$ cat src/rtl/line_clear_ctrl_pkg.sv
// Package tetris_pkg: shared playfield dimensions, grid/state types and
// scoring helpers for the line-clear sequencer.
//   ROWS/COLS   playfield size; row 0 is the top row, row ROWS-1 the bottom
//   SCORE_W     score width; the score saturates at SCORE_MAX
//   grid_t      whole playfield, one packed row of COLS bits per row index
//   state_t     sequencer states
//   line_pts    points awarded for a given number of rows removed at once
//   level_of    level derived from total lines (used with LINE_CLEAR_LEVEL_EN)
package tetris_pkg;

  localparam int ROWS    = 22;
  localparam int COLS    = 10;
  localparam int SCORE_W = 8;
  localparam int ROW_W   = $clog2(ROWS);
  localparam int CNT_W   = 5;
  localparam int LVL_W   = 4;
  localparam int TOT_W   = 8;

  localparam logic [SCORE_W-1:0] SCORE_MAX = '1;

  typedef logic [COLS-1:0]            row_t;
  typedef logic [ROWS-1:0][COLS-1:0]  grid_t;

  typedef enum logic [1:0] {
    IDLE  = 2'd0,
    SCAN  = 2'd1,
    SHIFT = 2'd2,
    DONE  = 2'd3
  } state_t;

  function automatic logic [3:0] line_pts(input logic [CNT_W-1:0] n);
    logic [3:0] p;
    case (n)
      5'd0:    p = 4'd0;
      5'd1:    p = 4'd1;
      5'd2:    p = 4'd3;
      5'd3:    p = 4'd5;
      default: p = 4'd8;
    endcase
    return p;
  endfunction

  // Ten lines per level, capped at level 9.
  function automatic logic [LVL_W-1:0] level_of(input logic [TOT_W-1:0] t);
    logic [TOT_W-1:0] q;
    q = t / TOT_W'(10);
    if (q > TOT_W'(9)) q = TOT_W'(9);
    return q[LVL_W-1:0];
  endfunction

endpackage

$ cat src/rtl/line_clear_ctrl_if.sv
// Interface between the game FSM / display side and the line-clear sequencer.
//   master: game side, drives start/clear/grid_in, observes results
//   slave : sequencer, consumes requests, drives grid_out/busy/done/
//           lines_cleared/score/level
interface line_clear_ctrl_if;

  logic                          start;
  logic                          clear;
  tetris_pkg::grid_t             grid_in;
  tetris_pkg::grid_t             grid_out;
  logic                          busy;
  logic                          done;
  logic [tetris_pkg::CNT_W-1:0]  lines_cleared;
  logic [tetris_pkg::SCORE_W-1:0] score;
  logic [tetris_pkg::LVL_W-1:0]  level;

  modport master (
    output start, clear, grid_in,
    input  grid_out, busy, done, lines_cleared, score, level
  );

  modport slave (
    input  start, clear, grid_in,
    output grid_out, busy, done, lines_cleared, score, level
  );

endinterface

$ cat src/rtl/line_clear_ctrl_scorer.sv
// line_clear_scorer: combinational next-score computation.
//   line_cnt   rows removed by the operation being completed
//   score_cur  current score
//   level_cur  level before this operation (0 when levels are disabled)
//   score_nxt  score_cur + pts(line_cnt)*(level_cur+1), saturated at SCORE_MAX
module line_clear_scorer
  import tetris_pkg::*;
(
  input  logic [CNT_W-1:0]   line_cnt,
  input  logic [SCORE_W-1:0] score_cur,
  input  logic [LVL_W-1:0]   level_cur,
  output logic [SCORE_W-1:0] score_nxt
);

  localparam int SUM_W = SCORE_W + 8;

  logic [7:0]       inc;
  logic [SUM_W-1:0] sum;

  always_comb begin
    // pts <= 8 and level+1 <= 16, so the increment fits in 8 bits.
    inc = 8'(line_pts(line_cnt)) * (8'(level_cur) + 8'd1);
    sum = SUM_W'(score_cur) + SUM_W'(inc);
    if (sum > SUM_W'(SCORE_MAX)) begin
      score_nxt = SCORE_MAX;
    end else begin
      score_nxt = sum[SCORE_W-1:0];
    end
  end

endmodule

$ cat src/rtl/line_clear_ctrl.sv
// line_clear_ctrl: post-lock line-clear sequencer.
// Latches the playfield on start, scans rows bottom to top, removes each full
// row by shifting everything above it down one row, then publishes the
// compacted grid, the number of rows removed and the updated score.
//   clk, rst_n  clock; asynchronous active-low reset
//   bus.slave   start/clear/grid_in in; grid_out/busy/done/lines_cleared/
//               score/level out
// Optional macro LINE_CLEAR_LEVEL_EN: adds a saturating total-lines counter,
// level = min(total/10, 9), and scales the score increment by (level+1).
// Without it level is tied to 0.
//
// state | meaning
// ------+---------------------------------------------------------------
// IDLE  | waiting for start; outputs hold
// SCAN  | test working row row_idx; one row per cycle, bottom to top
// SHIFT | drop rows [row_idx-1:0] into [row_idx:1], zero row 0, count line
// DONE  | one-cycle done pulse; results were registered on entry
module line_clear_ctrl
  import tetris_pkg::*;
(
  input  logic              clk,
  input  logic              rst_n,
  line_clear_ctrl_if.slave  bus
);

  state_t             state_q,    state_d;
  logic [ROW_W-1:0]   row_idx_q,  row_idx_d;
  logic [CNT_W-1:0]   cnt_q,      cnt_d;
  grid_t              work_q,     work_d;
  grid_t              grid_out_q, grid_out_d;
  logic [CNT_W-1:0]   lines_q,    lines_d;
  logic [SCORE_W-1:0] score_q,    score_d;
  logic               done_q,     done_d;
  logic [SCORE_W-1:0] score_nxt;
  logic [LVL_W-1:0]   level_cur;

`ifdef LINE_CLEAR_LEVEL_EN
  logic [TOT_W-1:0]   total_q,    total_d;
  logic [LVL_W-1:0]   level_q,    level_d;
  logic [TOT_W:0]     total_sum;
  logic [TOT_W-1:0]   total_sat;

  assign level_cur = level_q;

  always_comb begin
    total_sum = {1'b0, total_q} + (TOT_W+1)'(cnt_q);
    total_sat = total_sum[TOT_W] ? '1 : total_sum[TOT_W-1:0];
  end
`else
  assign level_cur = '0;
`endif

  line_clear_scorer u_scorer (
    .line_cnt  (cnt_q),
    .score_cur (score_q),
    .level_cur (level_cur),
    .score_nxt (score_nxt)
  );

  always_comb begin
    state_d    = state_q;
    row_idx_d  = row_idx_q;
    cnt_d      = cnt_q;
    work_d     = work_q;
    grid_out_d = grid_out_q;
    lines_d    = lines_q;
    score_d    = score_q;
    done_d     = 1'b0;
`ifdef LINE_CLEAR_LEVEL_EN
    total_d    = total_q;
    level_d    = level_q;
`endif

    if (bus.clear) begin
      // New game wins over everything, including a pending DONE entry.
      state_d = IDLE;
      score_d = '0;
`ifdef LINE_CLEAR_LEVEL_EN
      total_d = '0;
      level_d = '0;
`endif
    end else begin
      case (state_q)
        IDLE: begin
          if (bus.start) begin
            work_d    = bus.grid_in;
            row_idx_d = ROW_W'(ROWS - 1);
            cnt_d     = '0;
            state_d   = SCAN;
          end
        end

        SCAN: begin
          if (&work_q[row_idx_q]) begin
            state_d = SHIFT;
          end else if (row_idx_q == '0) begin
            // Results are registered on DONE entry so they are valid
            // in the same cycle as the done pulse.
            state_d    = DONE;
            done_d     = 1'b1;
            grid_out_d = work_q;
            lines_d    = cnt_q;
            score_d    = score_nxt;
`ifdef LINE_CLEAR_LEVEL_EN
            total_d    = total_sat;
            level_d    = level_of(total_sat);
`endif
          end else begin
            row_idx_d = row_idx_q - 1'b1;
          end
        end

        SHIFT: begin
          // row_idx is kept so the row that just dropped in is re-tested.
          for (int r = 0; r < ROWS; r++) begin
            if (r == 0) begin
              work_d[r] = '0;
            end else if (ROW_W'(r) <= row_idx_q) begin
              work_d[r] = work_q[r-1];
            end
          end
          cnt_d   = cnt_q + 1'b1;
          state_d = SCAN;
        end

        DONE: begin
          state_d = IDLE;
        end

        default: begin
          state_d = IDLE;
        end
      endcase
    end
  end

  always_ff @(posedge clk or negedge rst_n) begin
    if (!rst_n) begin
      state_q    <= IDLE;
      row_idx_q  <= ROW_W'(ROWS - 1);
      cnt_q      <= '0;
      work_q     <= '0;
      grid_out_q <= '0;
      lines_q    <= '0;
      score_q    <= '0;
      done_q     <= 1'b0;
`ifdef LINE_CLEAR_LEVEL_EN
      total_q    <= '0;
      level_q    <= '0;
`endif
    end else begin
      state_q    <= state_d;
      row_idx_q  <= row_idx_d;
      cnt_q      <= cnt_d;
      work_q     <= work_d;
      grid_out_q <= grid_out_d;
      lines_q    <= lines_d;
      score_q    <= score_d;
      done_q     <= done_d;
`ifdef LINE_CLEAR_LEVEL_EN
      total_q    <= total_d;
      level_q    <= level_d;
`endif
    end
  end

  assign bus.busy          = (state_q != IDLE);
  assign bus.done          = done_q;
  assign bus.grid_out      = grid_out_q;
  assign bus.lines_cleared = lines_q;
  assign bus.score         = score_q;
  assign bus.level         = level_cur;

endmodule

$ cat src/flat_wrapper.sv
// flat-port wrapper written by rule: the top's interface ports become plain ports
module line_clear_ctrl_flat import tetris_pkg::*;
  (clk, rst_n, bus_start, bus_clear, bus_grid_in, bus_grid_out, bus_busy, bus_done, bus_lines_cleared, bus_score, bus_level);
  line_clear_ctrl_if bus_i ();
  input  logic clk;
  input  logic rst_n;
  input wire logic [$bits(bus_i.start)-1:0] bus_start;
  input wire logic [$bits(bus_i.clear)-1:0] bus_clear;
  input wire logic [$bits(bus_i.grid_in)-1:0] bus_grid_in;
  output wire logic [$bits(bus_i.grid_out)-1:0] bus_grid_out;
  output wire logic [$bits(bus_i.busy)-1:0] bus_busy;
  output wire logic [$bits(bus_i.done)-1:0] bus_done;
  output wire logic [$bits(bus_i.lines_cleared)-1:0] bus_lines_cleared;
  output wire logic [$bits(bus_i.score)-1:0] bus_score;
  output wire logic [$bits(bus_i.level)-1:0] bus_level;
  assign bus_i.start = bus_start;
  assign bus_i.clear = bus_clear;
  assign bus_i.grid_in = bus_grid_in;
  assign bus_grid_out = bus_i.grid_out;
  assign bus_busy = bus_i.busy;
  assign bus_done = bus_i.done;
  assign bus_lines_cleared = bus_i.lines_cleared;
  assign bus_score = bus_i.score;
  assign bus_level = bus_i.level;
  line_clear_ctrl u_core (.clk(clk), .rst_n(rst_n), .bus(bus_i));
endmodule
$ cat config.mk
export PLATFORM = sky130hd
export DESIGN_NAME = line_clear_ctrl_flat
export DESIGN_NICKNAME = d
export VERILOG_FILES = /design/src/rtl/line_clear_ctrl_pkg.sv /design/src/rtl/line_clear_ctrl_if.sv /design/src/rtl/line_clear_ctrl_scorer.sv /design/src/rtl/line_clear_ctrl.sv /design/src/flat_wrapper.sv
export SDC_FILE = /design/constraint.sdc
export NUM_CORES = 1
export LEC_CHECK = 0
export CAP_MARGIN = 20
export CORE_ASPECT_RATIO = 0.9
export CORE_UTILIZATION = 45
export DETAILED_ROUTE_END_ITERATION = 6
export PLACE_DENSITY = 0.79
export SYNTH_ARGS = -nofsm -noshare
export SYNTH_HDL_FRONTEND = slang
export SYNTH_SLANG_ARGS = --single-unit
$ cat constraint.sdc
create_clock -name clk -period 3.3 [get_ports clk]
set_clock_uncertainty 0.1 [all_clocks]
set_input_delay 0.99 -clock clk [delete_from_list [all_inputs] [get_ports clk]]
set_output_delay 0.99 -clock clk [all_outputs]
set_load 0.005 [all_outputs]
==> results.json, run 1 <==
{
  "design.die.area_mm2": 0.05021,
  "layout_common_cells": "dfrtp_1 (463), clkdlybuf4s50_1 (457), nand2_1 (418), nor2_1 (213), a31oi_1 (193)",
  "placed_cell_area_mm2": 0.02882,
  "drive_above_1_share_pct": 24.54,
  "run_status": "complete, but fails checks",
  "antenna_found_initial": 8,
  "slew_violations": 0,
  "ys_seq_area_share_pct": 52.56,
  "fin_ws_ns": -0.4524,
  "r2r-end": "u_core.bus.grid_out[116]$_DFFE_PN0P_",
  "grt_overflow": 0,
  "worst_pin_slew_ns": 1.128,
  "synth-seq-cells": 466,
  "gp_congestion": 0.9726,
  "grt.total_usage_pct": 32.11,
  "post-route-period-util_pct": 113.7,
  "wl_per_cell_um": 25.35,
  "relSlewSlack_pct": 24.82,
  "slowest_stage": "dfstp_4",
  "drv_cap": 0,
  "vias": 19120,
  "insertion_delay_ns": 0.60,
  "end_kind": "flip-flop",
  "violations": "setup timing",
  "drc_errors": 0,
  "finalNetCount": 2872,
  "htree_levels": 2,
  "final_area_mm2": 0.03133,
  "synth_top_flop_cell": "dfrtp_1",
  "core_area_mm2": 0.04831,
  "finalSetupViolCount": 227,
  "drtIter0Drc": 2029,
  "clock-root-buffer": "clkbuf_16",
  "die_h_um": 212.7,
  "synth_warnings": 0,
  "ys_types": 63,
  "synth_edf_count": 0,
  "syn_area_per_cell_um2": 10.96,
  "period_needed_ns": 3.752,
  "rrSetupSlack_ns": -0.45,
  "initial_utilization_pct": 45.94,
  "dpl.hpwl_um": 61690,
  "cp_common_cell": "buf_12",
  "p_total_mw": 17.87,
  "hold_viol": 0,
  "instances_no_fill": 3302,
  "cpPeakStageDelay_ns": 0.70,
  "crit_chain": "buf_12 -> buf_12 -> buf_4 -> mux2_2 -> a22oi_1 -> o22a_1 -> nand3_2 -> o2111ai_2 -> or4_4 -> nor2b_4 -> nor2b_4 -> buf_12 -> buf_16 -> clkbuf_16 -> mux2_4",
  "area_growth_pct": 41.16,
  "cp-start-kind": "flip-flop",
  "die_width_um": 236.1,
  "cp_data_required_time_ns": 3.67,
  "num_rows": 76,
  "rsz0062_at_grt": "true",
  "max_freq_mhz": 266.5,
  "drtPass1Iterations": 5,
  "cts_tree": "yes",
  "crit_arrival_ns": 4.13,
  "critPathKind": "reg -> reg",
  "reg2reg_depth": 15,
  "peakVddDrop_mv": 0.3690,
  "p_leak_nw": 14.02,
  "rr_startpoint": "u_core.row_idx_q[0]$_DFFE_PN1P_",
  "syn_area_mm2": 0.02219,
  "grt_pass1_vias": 18680,
  "port_buffers": 458,
  "whs_ns": 0.3031,
  "mostFrequentLayoutCell": "dfrtp_1",
  "drt-total-wl_um": 83710,
  "synthCells": 2024,
  "cts_buffers": 50,
  "cts_buffer_depth": 3,
  "dpl_worst_slack_ns": -0.5401,
  "avgViaCountPerCell": 5.792,
  "ant_nets": 0,
  "cts.sinks": 466,
  "grt_first_pass_wirelength_um": 120200,
  "pwr_density_cell_mw_per_mm2": 570.4,
  "async_flop_share_pct": 100.0,
  "dp.cells": 3175,
  "grt_start_max_net_pins": 101,
  "path_max_fanout": 7,
  "ios": 463,
  "path_clk_slew_ns": 0.06,
  "hp-class": "in -> async"
}
-- worst max path at each step --
| stage | slack [ns] | start | depth (start not counted) | to |
|---|---|---|---|---|
| floorplan | -0.27 | u_core.row_idx_q[0]$_DFFE_PN1P_ | 17 | u_core.bus.grid_out[0]$_DFFE_PN0P_ |
| global route | -0.55 | u_core.row_idx_q[0]$_DFFE_PN1P_ | 14 | u_core.bus.grid_out[90]$_DFFE_PN0P_ |
| finish | -0.45 | u_core.row_idx_q[0]$_DFFE_PN1P_ | 15 | u_core.bus.grid_out[116]$_DFFE_PN0P_ |
| CTS | -0.40 | u_core.row_idx_q[0]$_DFFE_PN1P_ | 12 | u_core.bus.grid_out[152]$_DFFE_PN0P_ |
| detailed placement | -0.54 | u_core.row_idx_q[0]$_DFFE_PN1P_ | 13 | u_core.bus.grid_out[157]$_DFFE_PN0P_ |
| global placement | -0.48 | u_core.row_idx_q[0]$_DFFE_PN1P_ | 13 | u_core.bus.grid_out[149]$_DFFE_PN0P_ |
-- per-stage QoR --
stage	util (%)	setup TNS [ns]
after floorplan	-	-47.42
after global placement	59.65	-98.77
after detailed placement	59.65	-106.71
after CTS	63.22	-76.38
after global routing	64.85	-115.09
final	64.85	-92.09
-- worst max-delay path, delay by kind of cell (launching register included) --
family,cells,cell delay (ns)
compound gates,3,0.44
buf+inv,6,0.94
flops,1,0.70
mux,2,0.47
simple gates,4,0.95
-- cells in the mapped netlist, drive strengths merged, types with 3 or more instances --
library cell / instances / area share, %
dfrtp: 463 / 52
nand2: 419 / 7.1
mux2: 245 / 15
nor2: 214 / 3.6
a31oi: 195 / 5.5
clkbuf: 108 / 1.8
mux2i: 72 / 3.2
buf: 46 / 1.9
o21ai: 34 / 0.77
a22oi: 30 / 1.0
a21oi: 28 / 0.63
mux4: 19 / 1.9
nand3: 17 / 0.38
ha: 13 / 0.73
nor2b: 11 / 0.38
a22o: 10 / 0.39
a221oi: 9 / 0.38
nor3: 9 / 0.20
inv: 8 / 0.14
nand2b: 6 / 0.17
a211oi: 4 / 0.14
and2: 4 / 0.11
o211ai: 4 / 0.14
o22a: 4 / 0.16
xor2: 4 / 0.16
a21o: 3 / 0.10
and3: 3 / 0.085
dfstp: 3 / 0.36
nand4: 3 / 0.085
-- where the power goes --
group / internal [mW] / total (mW) / switching [mW]
logic: 2.47 / 4.59 / 2.13
clock network: 3.36 / 5.77 / 2.41
registers: 6.48 / 7.51 / 1.02
-- cell type report --
type	instances	area, µm²
fillers	3620	16980
flip-flops and latches	466	11670
multi-input cells	1398	9923
repair buffers	709	7228
clock buffers	72	1485
well taps	624	780.7
clock inverters	19	190.2
inverters	9	37.54
diodes	5	12.51
-- kinds of logic after synthesis --
group | count (synthesis) | synth area share [%]
AO/OA/AOI/OAI | 343 | 10.08
XOR/XNOR | 6 | 0.2368
adder cells (fa/ha/maj) | 14 | 0.8232
buffers and inverters | 163 | 3.901
flip-flops | 466 | 52.56
multiplexers | 336 | 19.96
other | 1 | 0.01690
AND/OR/NAND/NOR | 695 | 12.43
-- flip-flops by register name (all words and copies together) (netlist names) --
register                  count
u_core.bus.lines_cleared      5
u_core.cnt_q                  5
u_core.bus.score              8
u_core.state_q                2
u_core.work_q               220
u_core.bus.done               1
u_core.row_idx_q              5
u_core.bus.grid_out         220
-- timing repair --
action / 4_1_cts / 5_1_grt
hold buffers: 0 / 0
gates cloned: 0 / 15
buffers inserted: 0 / 16
pin swaps: 0 / 17
resized for setup: 11 / 75
setup endpoints to repair: 236 / 250
-- layer usage --
layer / track usage [%] / share of wire (%)
met5: 0 / 0.043
met4: 10.59 / 3.1
met3: 7.783 / 9.5
met2: 47.31 / 44
met1: 46.47 / 43
(Power assumes the default switching activity.)
==> run 2, diff against run 1 <==
Settings changed: PLACE_DENSITY 0.79 to 0.75.
==> results.json, run 2 (synthesis results as in run 1) <==
{
  "relSlewSlack_pct": 51.04,
  "cpPeakStageDelay_ns": 0.68,
  "grt.total_usage_pct": 32.27,
  "slew_violations": 0,
  "cts_tree": "yes",
  "avgViaCountPerCell": 5.784,
  "path_max_fanout": 10,
  "p_comb_share_pct": 24.2,
  "critPathTopFamily": "buffers and inverters",
  "p_total_mw": 17.96,
  "fill_cells": 3743,
  "insertion_delay_ns": 0.60,
  "drtPass1Iterations": 6,
  "hp-class": "in -> async",
  "initial_utilization_pct": 45.94,
  "die_h_um": 212.7,
  "cts.sinks": 466,
  "design.die.area_mm2": 0.05021,
  "drc_errors": 0,
  "drv_cap": 0,
  "critPathBufInv": 5,
  "reg2reg_depth": 14,
  "vias": 18720,
  "multiInputGateArea_mm2": 0.009849,
  "num_rows": 76,
  "max_freq_mhz": 268.5,
  "finalSetupTns_ns": -84.24,
  "grt_first_pass_wirelength_um": 120700,
  "period_needed_ns": 3.725,
  "post-route-period-util_pct": 112.9,
  "p_int_mw": 12.47,
  "drt-total-wl_um": 81950,
  "p_leak_nw": 13.67,
  "grt_overflow": 0,
  "worst_pin_slew_ns": 0.7345,
  "cts_buffers": 49,
  "port_buffers": 458,
  "htree_levels": 2,
  "finalNetCount": 2803,
  "ios": 463,
  "violations": "setup timing",
  "rsz0062_at_grt": "true",
  "die_width_um": 236.1,
  "mostFrequentLayoutCell": "dfrtp_1",
  "switchingPower_mw": 5.486,
  "seqPwrFrac_pct": 42.3,
  "finalSetupViolCount": 234,
  "critPathKind": "reg -> reg",
  "core_area_mm2": 0.04831,
  "clockPowerShare_pct": 33.5,
  "end_kind": "flip-flop",
  "antenna_found_initial": 8,
  "drive_above_1_share_pct": 21.88,
  "path_clk_slew_ns": 0.07,
  "cp-start-kind": "flip-flop",
  "grt_start_max_net_pins": 132,
  "cp.depth": 14,
  "run_status": "complete, but fails checks",
  "peakVddDrop_mv": 0.3956,
  "fin_ws_ns": -0.4251,
  "regArea_mm2": 0.01167,
  "switching_share_pct": 30.55,
  "pwr_density_cell_mw_per_mm2": 586.2,
  "cp_data_required_time_ns": 3.68,
  "gp_congestion": 0.9436,
  "clock-root-buffer": "clkbuf_16",
  "slowest_stage": "dfstp_4",
  "cts_buffer_depth": 3,
  "drtIter0Drc": 2080,
  "wl_per_cell_um": 25.32,
  "hold_viol": 0,
  "ant_nets": 0,
  "grt_pass1_vias": 18570,
  "crit_arrival_ns": 4.10,
  "layout_common_cells": "dfrtp_1 (463), clkdlybuf4s50_1 (457), nand2_1 (419), nor2_1 (214), a31oi_1 (194)",
  "dpl.hpwl_um": 60350,
  "crit_chain": "buf_4 -> bufbuf_16 -> mux2i_2 -> a22oi_1 -> nand3_1 -> buf_4 -> a22oi_1 -> o2111ai_1 -> or4_4 -> nor2b_4 -> nor2b_4 -> buf_8 -> bufbuf_16 -> mux2_2",
  "area_growth_pct": 38.03
}
==> run 2: cell types whose count changed in the layout (fill, tap and decap cells not counted), moves of 4 or more <==
cell | before | now
buf_12 | 33 | 24
clkbuf_16 | 60 | 51
buf_16 | 4 | 8
buf_4 | 181 | 141
bufinv_16 | 3 | 7
buf_8 | 8 | 2
mux2i_1 | 63 | 59
buf_6 | 15 | 6
==> run 2: metal layers <==
metal | up-vias | wire length [µm] | global-route usage, % | share of wire (%)
li1 | 8215 | - | - | -
met1 | 9439 | 36400 | 48.15 | 44
met2 | 952 | 36920 | 48.27 | 45
met3 | 109 | 7007 | 5.663 | 8.6
met4 | 2 | 1609 | 9.015 | 2.0
met5 | - | 11 | 0 | 0.013
==> run 2: area by class of cell <==
| type | count | share of cell area [%] |
|---|---|---|
| diodes | 7 | 0.05718 |
| clock buffers | 72 | 4.783 |
| clock inverters | 19 | 0.9394 |
| inverters | 9 | 0.1144 |
| multi-input cells | 1398 | 32.15 |
| flip-flops and latches | 466 | 38.09 |
| well taps | 624 | 2.549 |
| repair buffers | 641 | 21.31 |
==> run 2: final timing paths <==
path                                                startpoint  slack, ns                                   end
setup reg to reg               u_core.row_idx_q[0]$_DFFE_PN1P_      -0.43  u_core.bus.grid_out[170]$_DFFE_PN0P_
hold reg to reg            u_core.bus.grid_out[48]$_DFFE_PN0P_       0.41   u_core.bus.grid_out[48]$_DFFE_PN0P_
max in group asynchronous                                rst_n       1.95  u_core.bus.grid_out[146]$_DFFE_PN0P_
setup / recovery               u_core.row_idx_q[0]$_DFFE_PN1P_      -0.43  u_core.bus.grid_out[170]$_DFFE_PN0P_
min in group clk           u_core.bus.grid_out[48]$_DFFE_PN0P_       0.41   u_core.bus.grid_out[48]$_DFFE_PN0P_
hold / removal                                           rst_n       0.26  u_core.bus.grid_out[205]$_DFFE_PN0P_
==> run 2: timing repair <==
item	CTS	global route
setup buffers	14	1
pin swaps	1	1
endpoints found under the hold margin	0	0
cloned	7	0
gates resized for setup	47	8
endpoints found under the setup margin	236	238
hold buffers	0	0
==> run 2: power by group through the flow <==
stage,Clock [mW],Sequential (mW),Combinational (mW)
final,6.02,7.59,4.35
after global routing,6.29,7.62,4.61
after CTS,6.05,7.52,4.30
after detailed placement,0,7.60,3.98
after global placement,0,7.60,3.93
after floorplan,0,7.10,2.02
==> run 2: per-stage QoR <==
| step | instances | util (%) | setup slack, ns | hold slack, ns | instance area [µm²] |
|---|---|---|---|---|---|
| after floorplan | 2027 | - | -0.2684 | 0.3866 | 22330 |
| after global placement | 3116 | 58.58 | -0.4393 | 0.3924 | 28300 |
| after detailed placement | 3116 | 58.58 | -0.4307 | 0.3955 | 28300 |
| after CTS | 3228 | 63.30 | -0.3958 | 0.2766 | 30580 |
| after global routing | 3236 | 63.41 | -0.5182 | 0.2935 | 30630 |
| final | 3236 | 63.41 | -0.4251 | 0.2566 | 30630 |
==> run 3, diff against run 2 <==
Settings changed: ABC_CLOCK_PERIOD_IN_PS set to 3300, CORE_UTILIZATION 45 to 35, PLACE_DENSITY 0.75 to not set.
==> results.json, run 3 (synthesis results as in run 1) <==
{
  "layout_common_cells": "dfrtp_1 (463), clkdlybuf4s50_1 (457), nand2_1 (415), buf_4 (281), nor2_1 (214)",
  "finalNetCount": 2975,
  "crit_chain": "buf_12 -> buf_12 -> buf_6 -> mux4_2 -> mux2i_2 -> mux2_4 -> a21oi_2 -> a31oi_2 -> or4_4 -> nor2b_4 -> nor2b_4 -> buf_12 -> buf_6 -> buf_16 -> mux2_2",
  "die_width_um": 267.4,
  "whs_ns": 0.2470,
  "cts_buffers": 51,
  "gp_congestion": 0.8865,
  "avgViaCountPerCell": 5.286,
  "slew_violations": 0,
  "cp_data_required_time_ns": 3.69,
  "grt.total_usage_pct": 27.40,
  "ant_nets": 0,
  "cpPeakStageDelay_ns": 0.66,
  "antenna_found_initial": 8,
  "num_rows": 87,
  "relSlewSlack_pct": 35.37,
  "run_status": "complete, but fails checks",
  "design.die.area_mm2": 0.06442,
  "area_growth_pct": 47.61,
  "path_clk_slew_ns": 0.07,
  "drv_cap": 0,
  "dpl.hpwl_um": 66090,
  "cts_tree": "yes",
  "slowest_stage": "dfstp_4",
  "drt-total-wl_um": 89580,
  "path_max_fanout": 9,
  "critPathKind": "reg -> reg",
  "critPathBufInv": 6,
  "violations": "setup timing",
  "cts_buffer_depth": 3,
  "hp-class": "in -> async",
  "drtIter0Drc": 1824,
  "grt_overflow": 0,
  "clock-root-buffer": "clkbuf_16",
  "die_h_um": 240.9,
  "cts.sinks": 466,
  "p_leak_nw": 14.56,
  "htree_levels": 2,
  "max_freq_mhz": 267.2,
  "worst_pin_slew_ns": 0.9694,
  "pwr_density_cell_mw_per_mm2": 560.2,
  "final_area_mm2": 0.03276,
  "finalSetupViolCount": 231,
  "grt_pass1_vias": 18970,
  "wl_per_cell_um": 24.71,
  "initial_utilization_pct": 35.39,
  "end_kind": "flip-flop",
  "placed_cell_area_mm2": 0.02958,
  "drtPass1Iterations": 6,
  "grt_start_max_net_pins": 194,
  "vias": 19160,
  "fin_ws_ns": -0.4432,
  "drc_errors": 0,
  "mostFrequentLayoutCell": "dfrtp_1",
  "cts_hold_buf": 0,
  "drive_above_1_share_pct": 27.38,
  "cp_common_cell": "buf_12",
  "peakVddDrop_mv": 0.4391,
  "port_buffers": 458,
  "grt_first_pass_wirelength_um": 129500,
  "hold_viol": 0,
  "post-route-period-util_pct": 113.4,
  "rsz0062_at_grt": "true",
  "cp-start-kind": "flip-flop",
  "critPathTopFamily": "multiplexers",
  "period_needed_ns": 3.743,
  "core_area_mm2": 0.06270,
  "insertion_delay_ns": 0.61,
  "crit_arrival_ns": 4.13,
  "ios": 463
}
## run 3: cell count changes in the layout (fill, tap and decap cells not counted), sizes merged
cell / previous run / this run
buf: 181 / 349
clkbuf: 72 / 79
bufinv: 7 / 3
bufbuf: 3 / 0
diode: 7 / 8
inv: 11 / 10
## run 3: worst reg2reg max path: stages (launching register included)
cell,delay (ns)
dfstp_4,0.66
buf_12,0.13
buf_12,0.11
buf_6,0.09
mux4_2,0.50
mux2i_2,0.22
mux2_4,0.22
a21oi_2,0.04
a31oi_2,0.20
or4_4,0.18
nor2b_4,0.14
nor2b_4,0.23
buf_12,0.17
buf_6,0.15
buf_16,0.14
mux2_2,0.34
## run 3: what timing repair did
item                                    4_1_cts  5_1_grt
hold endpoints to repair                      0        0
buffers inserted                             43        9
gates resized for setup                     126       59
endpoints found under the setup margin      237      239
gates cloned                                 13        5
pin swaps                                    15       17
## run 3: final cells by class
| cell class | count | area, µm² |
|---|---|---|
| timing repair buffer | 811 | 8139 |
| tap | 845 | 1057 |
| inverter | 9 | 33.78 |
| antenna | 8 | 20.02 |
| clock inverter | 14 | 166.4 |
| sequential | 466 | 11670 |
| clock buffer | 74 | 1454 |
| fill | 5552 | 29940 |
| multi-input combinational | 1398 | 10220 |
## run 3: per-stage QoR
step           utilization (%)  instances  total power [mW]  setup TNS [ns]  worst slack, ns
4_1_cts                  51.76       3610             18.22          -69.37          -0.3691
3_5_place_dp             47.18       3467             12.16         -105.76          -0.5757
3_3_place_gp             47.18       3467             12.14         -123.89          -0.6754
6_report                 52.25       3625             18.35          -89.03          -0.4432
2_1_floorplan                -       2027             9.124          -47.42          -0.2684
5_1_grt                  52.25       3625             19.05         -108.03          -0.5222
## run 3: path summary, 6_finish.rpt
| kind | from | end | slack (ns) | cells past startpoint |
|---|---|---|---|---|
| setup / recovery | u_core.row_idx_q[0]$_DFFE_PN1P_ | u_core.bus.grid_out[169]$_DFFE_PN0P_ | -0.44 | 15 |
| min in group clk | u_core.bus.grid_out[174]$_DFFE_PN0P_ | u_core.bus.grid_out[174]$_DFFE_PN0P_ | 0.41 | 1 |
| hold reg to reg | u_core.bus.grid_out[174]$_DFFE_PN0P_ | u_core.bus.grid_out[174]$_DFFE_PN0P_ | 0.41 | 1 |
| hold / removal | rst_n | u_core.bus.grid_out[202]$_DFFE_PN0P_ | 0.25 | 1 |
| setup reg to reg | u_core.row_idx_q[0]$_DFFE_PN1P_ | u_core.bus.grid_out[169]$_DFFE_PN0P_ | -0.44 | 15 |
| max in group asynchronous | rst_n | u_core.bus.grid_out[65]$_DFFE_PN0P_ | 1.97 | 2 |
## run 3: per-layer routing
layer / GRT usage [%] / vias up / wire (µm)
met5: 0 / - / 0
met4: 7.532 / 0 / 1893
met3: 4.581 / 89 / 6534
met2: 41.50 / 813 / 40660
met1: 40.35 / 9720 / 40490
li1: - / 8541 / -
## run 3: where the power goes
group / internal, mW / total, mW / switching, mW
logic: 2.86 / 5.30 / 2.44
registers: 6.48 / 7.37 / 0.882
clock network: 3.28 / 5.68 / 2.40
total: 12.6 / 18.4 / 5.72
